$ cat config.mk
export PLATFORM = sky130hd
export DESIGN_NAME = apb_nslave_master_flat
export DESIGN_NICKNAME = d
export VERILOG_FILES = /design/src/rtl/apb_nslave_master_pkg.sv /design/src/rtl/apb_nslave_master_if.sv /design/src/rtl/apb_nslave_master_addr_decoder.sv /design/src/rtl/apb_nslave_master.sv /design/src/flat_wrapper.sv
export SDC_FILE = /design/constraint.sdc
export NUM_CORES = 1
export LEC_CHECK = 0
export ABC_AREA = 1
export CAP_MARGIN = 20
export CORE_MARGIN = 2
export CORE_UTILIZATION = 40
export DETAILED_ROUTE_END_ITERATION = 10
export HOLD_SLACK_MARGIN = 0.12
export PLACE_DENSITY = 0.81
export SYNTH_ARGS = -nofsm -noshare
export SYNTH_HDL_FRONTEND = slang
export SYNTH_SLANG_ARGS = --single-unit
$ cat constraint.sdc
create_clock -name pclk -period 1.6 [get_ports pclk]
set_clock_uncertainty 0.05 [all_clocks]
set_input_delay 0.32 -clock pclk [delete_from_list [all_inputs] [get_ports pclk]]
set_output_delay 0.32 -clock pclk [all_outputs]
set_load 0.05 [all_outputs]
$ cat src/rtl/apb_nslave_master_pkg.sv
`default_nettype none
// +--------------------------------------------------------------------+
// | apb_pkg : state encoding and default widths for apb_nslave_master |
// | Rev 1.0                                                            |
// +--------------------------------------------------------------------+
package apb_pkg;

  typedef enum logic [1:0] {
    IDLE   = 2'd0,
    SETUP  = 2'd1,
    ACCESS = 2'd2
  } apb_state_e;

  localparam int DEF_AW          = 9;
  localparam int DEF_DW          = 8;
  localparam int DEF_NUM_SLAVES  = 2;
  localparam int DEF_TIMEOUT_CYC = 16;

endpackage
`default_nettype wire

$ cat src/rtl/apb_nslave_master_if.sv
`default_nettype none
// +--------------------------------------------------------------------+
// | apb_nslave_master_if : user request port and shared APB fabric     |
// | Rev 1.0                                                            |
// +--------------------------------------------------------------------+
interface apb_nslave_master_if
  import apb_pkg::*;
#(
  parameter int AW         = DEF_AW,
  parameter int DW         = DEF_DW,
  parameter int NUM_SLAVES = DEF_NUM_SLAVES
) ();

  logic                     transfer;
  logic                     read_write;
  logic [AW-1:0]            apb_write_paddr;
  logic [DW-1:0]            apb_write_data;
  logic [AW-1:0]            apb_read_paddr;
  logic [DW-1:0]            apb_read_data_out;
  logic                     xfer_done;
  logic                     xfer_err;
  logic                     busy;

  logic [NUM_SLAVES-1:0]    psel;
  logic                     penable;
  logic                     pwrite;
  logic [AW-1:0]            paddr;
  logic [DW-1:0]            pwdata;
  logic [NUM_SLAVES*DW-1:0] prdata;
  logic [NUM_SLAVES-1:0]    pready;
  logic [NUM_SLAVES-1:0]    pslverr;

  modport master (
    input  transfer, read_write, apb_write_paddr, apb_write_data, apb_read_paddr,
    input  prdata, pready, pslverr,
    output apb_read_data_out, xfer_done, xfer_err, busy,
    output psel, penable, pwrite, paddr, pwdata
  );

  modport slave (
    output transfer, read_write, apb_write_paddr, apb_write_data, apb_read_paddr,
    output prdata, pready, pslverr,
    input  apb_read_data_out, xfer_done, xfer_err, busy,
    input  psel, penable, pwrite, paddr, pwdata
  );

endinterface
`default_nettype wire

$ cat src/rtl/apb_nslave_master_addr_decoder.sv
`default_nettype none
// +--------------------------------------------------------------------+
// | apb_addr_decoder : upper address bits -> one-hot select + valid    |
// | Rev 1.0                                                            |
// +--------------------------------------------------------------------+
module apb_addr_decoder #(
  parameter int AW         = 9,
  parameter int NUM_SLAVES = 2
) (
  input  logic [AW-1:0]         addr_i,
  output logic [NUM_SLAVES-1:0] sel_o,
  output logic                  valid_o
);

  localparam int SEL_W = $clog2(NUM_SLAVES);

  logic [AW-1:0] w_idx;

  assign w_idx = addr_i >> (AW - SEL_W);

  // Indices at or beyond NUM_SLAVES match no slave, leaving sel_o zero.
  always_comb begin
    sel_o = '0;
    for (int i = 0; i < NUM_SLAVES; i++) begin
      if (w_idx == AW'(i)) sel_o[i] = 1'b1;
    end
  end

  assign valid_o = |sel_o;

endmodule
`default_nettype wire

$ cat src/rtl/apb_nslave_master.sv
`default_nettype none
// +--------------------------------------------------------------------+
// | apb_nslave_master : APB bridge to NUM_SLAVES completers, one-hot   |
// | select. Optional ACCESS timeout enabled by macro APB_TIMEOUT_EN.    |
// | Rev 1.0                                                            |
// +--------------------------------------------------------------------+
module apb_nslave_master
  import apb_pkg::*;
#(
  parameter int AW          = DEF_AW,
  parameter int DW          = DEF_DW,
  parameter int NUM_SLAVES  = DEF_NUM_SLAVES,
  parameter int TIMEOUT_CYC = DEF_TIMEOUT_CYC
) (
  input  logic                pclk,
  input  logic                preset,
  apb_nslave_master_if.master bus
);

  apb_state_e            state_q, state_d;
  logic [NUM_SLAVES-1:0] psel_q, psel_d;
  logic                  penable_q, penable_d;
  logic                  pwrite_q, pwrite_d;
  logic [AW-1:0]         paddr_q, paddr_d;
  logic [DW-1:0]         pwdata_q, pwdata_d;
  logic [DW-1:0]         rdata_q, rdata_d;
  logic                  done_q, done_d;
  logic                  err_q, err_d;
  logic                  busy_q, busy_d;

  logic [AW-1:0]         w_req_addr;
  logic [NUM_SLAVES-1:0] w_req_sel;
  logic                  w_req_valid;
  logic                  w_accept;
  logic                  w_ready;
  logic                  w_slverr;
  logic                  w_timeout;
  logic [DW-1:0]         w_prdata;

  assign w_req_addr = bus.read_write ? bus.apb_read_paddr : bus.apb_write_paddr;

  // Decode the incoming request so psel is already registered in SETUP.
  apb_addr_decoder #(
    .AW         (AW),
    .NUM_SLAVES (NUM_SLAVES)
  ) u_dec (
    .addr_i  (w_req_addr),
    .sel_o   (w_req_sel),
    .valid_o (w_req_valid)
  );

  assign w_ready  = |(psel_q & bus.pready);
  assign w_slverr = |(psel_q & bus.pslverr);

  always_comb begin
    w_prdata = '0;
    for (int i = 0; i < NUM_SLAVES; i++) begin
      if (psel_q[i]) w_prdata = bus.prdata[i*DW +: DW];
    end
  end

`ifdef APB_TIMEOUT_EN
  localparam int CW = $clog2(TIMEOUT_CYC + 1);

  logic [CW-1:0] cnt_q, cnt_d;

  always_comb begin
    cnt_d = cnt_q;
    if (w_accept) begin
      cnt_d = '0;
    end else if (state_q == ACCESS && !w_ready) begin
      cnt_d = cnt_q + CW'(1);
    end
  end

  always_ff @(posedge pclk) begin
    if (preset) cnt_q <= '0;
    else        cnt_q <= cnt_d;
  end

  assign w_timeout = (state_q == ACCESS) && !w_ready && (cnt_q == CW'(TIMEOUT_CYC - 1));
`else
  // No timeout: ACCESS waits for pready indefinitely (constant-false term).
  assign w_timeout = (TIMEOUT_CYC < 0);
`endif

  always_comb begin
    state_d   = state_q;
    psel_d    = psel_q;
    penable_d = penable_q;
    pwrite_d  = pwrite_q;
    paddr_d   = paddr_q;
    pwdata_d  = pwdata_q;
    rdata_d   = rdata_q;
    done_d    = 1'b0;
    err_d     = 1'b0;
    busy_d    = busy_q;
    w_accept  = 1'b0;

    case (state_q)
      IDLE: begin
        w_accept = bus.transfer;
      end
      SETUP: begin
        if (|psel_q) begin
          state_d   = ACCESS;
          penable_d = 1'b1;
        end else begin
          state_d = IDLE;
          done_d  = 1'b1;
          err_d   = 1'b1;
          busy_d  = 1'b0;
        end
      end
      ACCESS: begin
        if (w_ready || w_timeout) begin
          done_d    = 1'b1;
          err_d     = w_timeout | w_slverr;
          if (w_ready && !pwrite_q) rdata_d = w_prdata;
          state_d   = IDLE;
          psel_d    = '0;
          penable_d = 1'b0;
          busy_d    = 1'b0;
          w_accept  = bus.transfer;
        end
      end
      default: state_d = IDLE;
    endcase

    if (w_accept) begin
      state_d   = SETUP;
      pwrite_d  = ~bus.read_write;
      paddr_d   = w_req_addr;
      pwdata_d  = bus.apb_write_data;
      psel_d    = w_req_valid ? w_req_sel : '0;
      penable_d = 1'b0;
      busy_d    = 1'b1;
    end
  end

  always_ff @(posedge pclk) begin
    if (preset) begin
      state_q   <= IDLE;
      psel_q    <= '0;
      penable_q <= 1'b0;
      pwrite_q  <= 1'b0;
      paddr_q   <= '0;
      pwdata_q  <= '0;
      rdata_q   <= '0;
      done_q    <= 1'b0;
      err_q     <= 1'b0;
      busy_q    <= 1'b0;
    end else begin
      state_q   <= state_d;
      psel_q    <= psel_d;
      penable_q <= penable_d;
      pwrite_q  <= pwrite_d;
      paddr_q   <= paddr_d;
      pwdata_q  <= pwdata_d;
      rdata_q   <= rdata_d;
      done_q    <= done_d;
      err_q     <= err_d;
      busy_q    <= busy_d;
    end
  end

  assign bus.psel              = psel_q;
  assign bus.penable           = penable_q;
  assign bus.pwrite            = pwrite_q;
  assign bus.paddr             = paddr_q;
  assign bus.pwdata            = pwdata_q;
  assign bus.apb_read_data_out = rdata_q;
  assign bus.xfer_done         = done_q;
  assign bus.xfer_err          = err_q;
  assign bus.busy              = busy_q;

endmodule
`default_nettype wire

$ cat src/flat_wrapper.sv
// flat-port wrapper written by rule: the top's interface ports become plain ports
module apb_nslave_master_flat import apb_pkg::*;
#(
  parameter int AW          = DEF_AW,
  parameter int DW          = DEF_DW,
  parameter int NUM_SLAVES  = DEF_NUM_SLAVES,
  parameter int TIMEOUT_CYC = DEF_TIMEOUT_CYC
)
  (pclk, preset, bus_transfer, bus_read_write, bus_apb_write_paddr, bus_apb_write_data, bus_apb_read_paddr, bus_prdata, bus_pready, bus_pslverr, bus_apb_read_data_out, bus_xfer_done, bus_xfer_err, bus_busy, bus_psel, bus_penable, bus_pwrite, bus_paddr, bus_pwdata);
  apb_nslave_master_if #(.AW(AW), .DW(DW), .NUM_SLAVES(NUM_SLAVES)) bus_i ();
  input  logic pclk;
  input  logic preset;
  input wire logic [$bits(bus_i.transfer)-1:0] bus_transfer;
  input wire logic [$bits(bus_i.read_write)-1:0] bus_read_write;
  input wire logic [$bits(bus_i.apb_write_paddr)-1:0] bus_apb_write_paddr;
  input wire logic [$bits(bus_i.apb_write_data)-1:0] bus_apb_write_data;
  input wire logic [$bits(bus_i.apb_read_paddr)-1:0] bus_apb_read_paddr;
  input wire logic [$bits(bus_i.prdata)-1:0] bus_prdata;
  input wire logic [$bits(bus_i.pready)-1:0] bus_pready;
  input wire logic [$bits(bus_i.pslverr)-1:0] bus_pslverr;
  output wire logic [$bits(bus_i.apb_read_data_out)-1:0] bus_apb_read_data_out;
  output wire logic [$bits(bus_i.xfer_done)-1:0] bus_xfer_done;
  output wire logic [$bits(bus_i.xfer_err)-1:0] bus_xfer_err;
  output wire logic [$bits(bus_i.busy)-1:0] bus_busy;
  output wire logic [$bits(bus_i.psel)-1:0] bus_psel;
  output wire logic [$bits(bus_i.penable)-1:0] bus_penable;
  output wire logic [$bits(bus_i.pwrite)-1:0] bus_pwrite;
  output wire logic [$bits(bus_i.paddr)-1:0] bus_paddr;
  output wire logic [$bits(bus_i.pwdata)-1:0] bus_pwdata;
  assign bus_i.transfer = bus_transfer;
  assign bus_i.read_write = bus_read_write;
  assign bus_i.apb_write_paddr = bus_apb_write_paddr;
  assign bus_i.apb_write_data = bus_apb_write_data;
  assign bus_i.apb_read_paddr = bus_apb_read_paddr;
  assign bus_i.prdata = bus_prdata;
  assign bus_i.pready = bus_pready;
  assign bus_i.pslverr = bus_pslverr;
  assign bus_apb_read_data_out = bus_i.apb_read_data_out;
  assign bus_xfer_done = bus_i.xfer_done;
  assign bus_xfer_err = bus_i.xfer_err;
  assign bus_busy = bus_i.busy;
  assign bus_psel = bus_i.psel;
  assign bus_penable = bus_i.penable;
  assign bus_pwrite = bus_i.pwrite;
  assign bus_paddr = bus_i.paddr;
  assign bus_pwdata = bus_i.pwdata;
  apb_nslave_master #(.AW(AW), .DW(DW), .NUM_SLAVES(NUM_SLAVES), .TIMEOUT_CYC(TIMEOUT_CYC)) u_core (.pclk(pclk), .preset(preset), .bus(bus_i));
endmodule
==> results by group, run 1 <==
Floorplan
  – Core area: 4000 µm²
  – Number of cell rows: 23
  – Die Width: roughly 68 µm
  – Boundary pin count: 82
  – Starting Density: 41.51%
  – Chip height: 68.43 µm
  – Die area: 4682 µm²

Logic synthesis
  – Mapped Nets: 298
  – Area share of the largest cell type after synthesis: 40.99%
  – Top post-synthesis cells by area: dfxtp_1 (41%), nand2_1 (21%), nor2_1 (8.4%)
  – Syn avg cell area: 6.777 µm²
  – Main combinational cell family by area after synthesis: simple AND/OR/NAND/NOR gates
  – Cell Area, Synth: 1660 µm²
  – Synth warnings: 0
  – Post-synthesis mux area share: 0%
  – Syn Inst Count: 245
  – Synth unique cells: 23
  – Compound-Gate Fraction of Synth Area: 4.748%
  – Post-Synth Simple-Gate Area: 46.27%
  – Synth Area in Adders: 2.261%
  – Sequential share of the synthesized area: about two fifths
  – Synth area leader: dfxtp_1
  – FF+latch count, synth: 34
  – Xor/xnor cell area share of the yosys netlist: 0%

Layout
  – Multi-input gate area: between 800 and 900 µm²
  – Reg area: 680.7 µm²
  – Nets: 393
  – # fillers: 348
  – Fin cells: 389
  – # diodes: 0
  – Area grow syn2layout: 69.48%
  – Layout cells sized above 1: 18.58%

Detailed routing
  – # DRC: 0
  – DRT iter0 DRCs: 90
  – WL/cell: ~11 µm
  – Post-DRT Antenna Nets: 0
  – Final wirelength: 4457 µm
  – Vias per cell: 4.658
  – Vias: 1812
  – Drt first pass iters: 4

Placement
  – DP HPWL: roughly 3400 µm
  – Gpl congestion: 0.8370
  – # port buffers: 81
  – DP Worst Slack: -80.77 ps
  – Placed insts: roughly 380

Power
  – Power per Cell Area: 798.5 nW/µm²
  – Total power: about 2.2 mW
  – Peak VDD IR: 0.6310 mV
  – P_leak: about 1.3 nW

Critical path
  – Type of origin of the critical path: flip-flop
  – Crit path capture type: flip-flop
  – Crit path max-delay family: buffers and inverters
  – R2R Setup Slk: 130 ps
  – CP Buf/Inv Count: 3
  – CP max-delay cell: dfxtp_1
  – R2R depth: 8
  – Crit Path Max Fanout: 10
  – Critical path arrival: 1600 ps
  – Worst-path cell chain: inv_1 > ha_1 > buf_4 > nand3_4 > buf_12 > nand3b_1 > nand2_1 > nor2_1
  – Worst path required time: 1730 ps
  – Critical Path Max Stage Delay: around 360 ps
  – Critical setup path kind: flip-flop to flip-flop
  – FF-to-FF End: u_core.bus.pwdata[0]$_SDFFE_PP0P_
  – Critical R2R Launch: u_core.state_q[0]$_SDFFE_PP0P_

Clock tree
  – CTS buffer count: 5
  – Clk slew on worst S/H paths: ~60 ps
  – Post-CTS setup buffer count: 0
  – Clock Path Buffers: 2
  – Post-cts resize count: 0
  – Clk sinks: 34
  – CTS Hold Buffers Added: 0
  – CTS tree: built
  – Clock root cell: clkbuf_8
  – Htree depth: 2
  – Clk_lat worst skew: roughly 280 ps

STA
  – Final hold viol count: 0
  – Max Clk Rate: roughly 680 MHz
  – Setup violators final: 0
  – Fin crit period: approximately 1500 ps
  – Unrepaired setup endpoints after global routing: false
  – Setup TNS: 0 ps
  – Worst Max-Slew Pin Slew: about 280 ps
  – Setup ws final: 131.0 ps
  – Rel. slew slack: 81.44%
  – Final Cycle Share: 91.81%
  – Final Max Tran Viols: 0

Status
  – Status: completed

Flow run
  – Max_cap viols: 0

Hold path
  – Hold Crit Endpoint: u_core.bus.apb_read_data_out[6]$_SDFFE_PP0P_
  – Worst hold path depth: 2
  – Hold crit path type: flip-flop to flip-flop
  – Hold path start: u_core.bus.apb_read_data_out[6]$_SDFFE_PP0P_

Global route
  – First-pass GRT wire length: ~7500 µm
  – Largest net degree at the start of global routing: 21
  – Initial antenna violation count: 0
  – Total Routing Usage GR: 21.64%
  – GRT overflow: 0
  – Vias in the first global route: roughly 1700
==> routing by layer <==
layer / vias up / wire [µm] / track usage (%)
met5: - / 0 / 0
met4: 0 / 66 / 8.250
met3: 5 / 384 / 7.401
met2: 68 / 2108 / 37.02
met1: 777 / 1897 / 24.62
li1: 962 / - / -
==> placed cells by master (no fill, tap or decap) <==
cell type,Yosys,routed
nand2_4,1,1
nand2_1,94,94
inv_1,7,7
inv_2,1,1
nand4_1,1,1
a21oi_2,1,1
nand3b_1,17,17
buf_12,0,16
clkdlybuf4s50_1,0,49
o21ai_0,2,2
nor2_1,37,37
buf_4,0,34
and3_1,1,1
nand3_2,1,1
nand3_4,1,1
nand3_1,16,16
nor3_1,1,1
clkbuf_8,0,6
nand2_2,2,2
ha_1,3,3
a21oi_1,12,12
dfxtp_1,34,34
clkinv_1,2,2
==> state kept, by name, indices dropped and copies added, names as in the netlist <==
register                      count
u_core.bus.paddr                  9
u_core.bus.apb_read_data_out      8
u_core.bus.pwdata                 8
u_core.bus.psel                   2
u_core.state_q                    2
u_core.bus.busy                   1
u_core.bus.penable                1
u_core.bus.pwrite                 1
u_core.bus.xfer_done              1
u_core.bus.xfer_err               1
==> worst max path at each step <==
stage                                                from                                      endpoint  slack [ps]  cells after the start
after global placement                      bus_pready[0]  u_core.bus.apb_read_data_out[1]$_SDFFE_PP0P_         -70                      8
final                      u_core.state_q[0]$_SDFFE_PP0P_             u_core.bus.pwdata[0]$_SDFFE_PP0P_         130                      8
after floorplan           u_core.bus.psel[0]$_SDFFE_PP0P_                u_core.bus.pwrite$_SDFFE_PP0P_          30                      8
after CTS                  u_core.state_q[0]$_SDFFE_PP0P_             u_core.bus.pwdata[2]$_SDFFE_PP0P_         110                      8
after global routing       u_core.state_q[0]$_SDFFE_PP0P_             u_core.bus.pwdata[6]$_SDFFE_PP0P_          10                      8
after detailed placement                    bus_pready[1]  u_core.bus.apb_read_data_out[3]$_SDFFE_PP0P_         -80                      8
==> kinds of logic (layout without fill, tap and decap cells) <==
| family | after synthesis | in the layout |
|---|---|---|
| compound gates | 15 | 15 |
| buf+inv | 21 | 115 |
| fa+ha+maj | 3 | 3 |
| simple gates | 172 | 172 |
| flops | 34 | 34 |
==> layout make-up <==
type | instances | share of cell area (%)
tap | 50 | 2.223
sequential | 34 | 24.19
inverter | 10 | 1.334
multi-input combinational | 190 | 31.44
clock buffer | 6 | 2.935
timing repair buffer | 99 | 37.88
==> worst min-delay path, stage by stage (launching register included) <==
cell and delay [ps]:
dfxtp_1 310, nand2_1 60, a21oi_1 50
==> where the power goes <==
| part | leakage, nW | switching, mW | internal, mW |
|---|---|---|---|
| sequential | 0.279 | 0.0343 | 0.899 |
| combinational | 0.976 | 0.375 | 0.330 |
| clock | 0.0431 | 0.278 | 0.331 |
| total | 1.30 | 0.687 | 1.56 |
==> cells in the mapped netlist, drive strengths merged <==
library cell / n
dfxtp: 34
nor2: 37
nand3: 18
o21ai: 2
and3: 1
a21oi: 13
inv: 8
nand2: 97
buf: 7
nor3: 1
nand3b: 17
clkinv: 2
nand4: 1
ha: 3
clkbuf: 4
==> stage by stage <==
| step | hold WS, ps | util [%] | instance area (µm²) |
|---|---|---|---|
| finish | 414.4 | 70.35 | 2814 |
| global route | 443.6 | 70.35 | 2814 |
| CTS | 415.3 | 70.35 | 2814 |
| detailed placement | 405.4 | 68.28 | 2731 |
| global placement | 402.7 | 68.28 | 2731 |
| floorplan | 332.4 | - | 1660 |
(Power assumes the default switching activity.)
==> run 2: changes to the inputs <==
--- a/config.mk
+++ b/config.mk
@@ -12,6 +12,7 @@
 export DETAILED_ROUTE_END_ITERATION = 10
 export HOLD_SLACK_MARGIN = 0.12
 export PLACE_DENSITY = 0.81
+export SLEW_MARGIN = 20
 export SYNTH_ARGS = -nofsm -noshare
 export SYNTH_HDL_FRONTEND = slang
 export SYNTH_SLANG_ARGS = --single-unit
==> results of run 2 <==
The final DEF is identical to that of run 1; final timing and power are the same.
==> run 3: changes to the inputs <==
--- a/config.mk
+++ b/config.mk
@@ -11,6 +11,7 @@
 export CORE_UTILIZATION = 40
 export DETAILED_ROUTE_END_ITERATION = 10
 export HOLD_SLACK_MARGIN = 0.12
+export MAX_ROUTING_LAYER = met4
 export PLACE_DENSITY = 0.81
 export SLEW_MARGIN = 20
 export SYNTH_ARGS = -nofsm -noshare
==> results by group, run 3 (same netlist as run 1, synthesis figures left out) <==
Clock tree
  – Post-cts resize count: 0 (unchanged)
  – CTS Hold Buffers Added: 0 (unchanged)
  – Clk slew on worst S/H paths: 60 ps (about the same)
  – Htree depth: 2 (unchanged)
  – Clk_lat worst skew: 280 ps (about the same)
  – CTS buffer count: 5 (unchanged)
  – Clock Path Buffers: 2 (unchanged)
  – Post-CTS setup buffer count: 0 (unchanged)
  – Clock root cell: clkbuf_8 (unchanged)
  – CTS tree: built (unchanged)
  – Clk sinks: 34 (unchanged)

Critical path
  – Critical setup path kind: flip-flop to flip-flop (unchanged)
  – Worst path required time: 1730 ps (about the same)
  – Crit Path Max Fanout: 10 (unchanged)
  – Type of origin of the critical path: flip-flop (unchanged)
  – Crit path capture type: flip-flop (unchanged)
  – Critical path arrival: 1600 ps (about the same)

STA
  – Worst Max-Slew Pin Slew: 276.6 ps (was 276.7 ps)
  – Final hold viol count: 0 (unchanged)
  – Final Max Tran Viols: 0 (unchanged)
  – Rel. slew slack: 81.44% (about the same)
  – Fin crit period: 1470 ps (was 1469 ps)
  – Max Clk Rate: 680.4 MHz (was 680.7 MHz)
  – Setup violators final: 0 (unchanged)
  – Final Cycle Share: 91.86% (was 91.81%)
  – Unrepaired setup endpoints after global routing: false (unchanged)

Global route
  – Largest net degree at the start of global routing: 21 (unchanged)
  – Grt met1 use: 25.03% (was 24.62%)
  – GRT overflow: 0 (unchanged)
  – Met3 Use GR: 6.743% (was 7.401%)
  – Initial antenna violation count: 0 (unchanged)
  – Vias in the first global route: 1732 (unchanged)
  – Total Routing Usage GR: 22.25% (was 21.64%)
  – First-pass GRT wire length: 7500 µm (unchanged)
  – Met2 GRT Util: 37.02% (unchanged)
  – Gr busiest metal: met2 (unchanged)

Power
  – Total power: 2.248 mW (was 2.247 mW)
  – Power per Cell Area: 798.8 nW/µm² (was 798.5 nW/µm²)
  – Peak VDD IR: 0.6317 mV (was 0.6310 mV)
  – P_leak: 1.298 nW (unchanged)

Floorplan
  – Die area: 4682 µm² (unchanged)
  – Die Width: 68.43 µm (unchanged)
  – Starting Density: 41.51% (unchanged)
  – Number of cell rows: 23 (unchanged)
  – Core area: 4000 µm² (unchanged)
  – Chip height: 68.43 µm (unchanged)
  – Boundary pin count: 82 (unchanged)

Layout
  – Layout cells sized above 1: 18.58% (unchanged)
  – Fin cells: 389 (unchanged)
  – Nets: 393 (unchanged)
  – Multi-input gate area: 884.6 µm² (unchanged)
  – # fillers: 348 (unchanged)
  – Max FFs per register: 9 (unchanged)
  – Commonest non-fill, non-tap cells in the layout: nand2_1 (94), clkdlybuf4s50_1 (49), nor2_1 (37) (unchanged)
  – Commonest non-fill, non-tap cell in the layout: nand2_1 (unchanged)
  – Reg area: 680.7 µm² (unchanged)
  – Post-layout util: 70.35% (unchanged)
  – Final Cell Area: 2814 µm² (unchanged)
  – Area grow syn2layout: 69.48% (unchanged)
  – # diodes: 0 (unchanged)

Detailed routing
  – Vias: 1813 (was 1812)
  – Final wirelength: 4469 µm (was 4457 µm)
  – WL/cell: 11.49 µm (was 11.46 µm)
  – Vias per cell: 4.661 (was 4.658)
  – Post-DRT Antenna Nets: 0 (unchanged)
  – # DRC: 0 (unchanged)
  – Drt first pass iters: 4 (unchanged)
  – DRT iter0 DRCs: 97 (was 90)

Status
  – Status: completed (unchanged)

Placement
  – Gpl congestion: 0.8499 (was 0.8370)
  – Placed cell areas: 2731 µm² (unchanged)
  – DP HPWL: 3400 µm (unchanged)
  – # port buffers: 81 (unchanged)
  – Placed insts: 383 (unchanged)

Flow run
  – Max_cap viols: 0 (unchanged)

Hold path
  – Hold crit path type: flip-flop to flip-flop (unchanged)
## run 3: worst paths after layout
kind | depth (start not counted) | slack (ps) | to | start
min | 2 | 410 | u_core.bus.apb_read_data_out[6]$_SDFFE_PP0P_ | u_core.bus.apb_read_data_out[6]$_SDFFE_PP0P_
max | 8 | 130 | u_core.bus.pwdata[0]$_SDFFE_PP0P_ | u_core.state_q[0]$_SDFFE_PP0P_
min reg2reg | 2 | 410 | u_core.bus.apb_read_data_out[6]$_SDFFE_PP0P_ | u_core.bus.apb_read_data_out[6]$_SDFFE_PP0P_
max reg2reg | 8 | 130 | u_core.bus.pwdata[0]$_SDFFE_PP0P_ | u_core.state_q[0]$_SDFFE_PP0P_
## run 3: critical path, stage by stage, from the launching register on
cell,delay [ps]
dfxtp_1,360
inv_1,80
ha_1,270
buf_4,180
nand3_4,120
buf_12,130
nand3b_1,80
nand2_1,70
nor2_1,40
## run 3: cell type report
cell class | instances | share of cell area [%]
Timing Repair Buffer | 99 | 37.88
Clock buffer | 6 | 2.935
Tap cell | 50 | 2.223
Sequential cell | 34 | 24.19
Multi-Input combinational cell | 190 | 31.44
Inverter | 10 | 1.334
## run 3: stage by stage
stage                     hold slack, ps  setup WS (ps)  TNS [ps]
final                              414.3          130.3         0
after global routing               443.6          12.09         0
after CTS                          415.3          112.2         0
after detailed placement           405.4         -80.77     -1676
after global placement             402.7         -72.72     -1044
after floorplan                    332.4          33.61         0
## run 3: metal layers
metal,up-vias,routed length (µm)
li1,962,-
met1,778,1925
met2,68,2121
met3,5,358
met4,0,63
met5,-,0
## run 3: power breakdown
part | switching (mW) | leakage (nW) | internal [mW]
sequential | 0.0343 | 0.279 | 0.899
combinational | 0.375 | 0.976 | 0.330
clock | 0.278 | 0.0431 | 0.331
total | 0.687 | 1.30 | 1.56
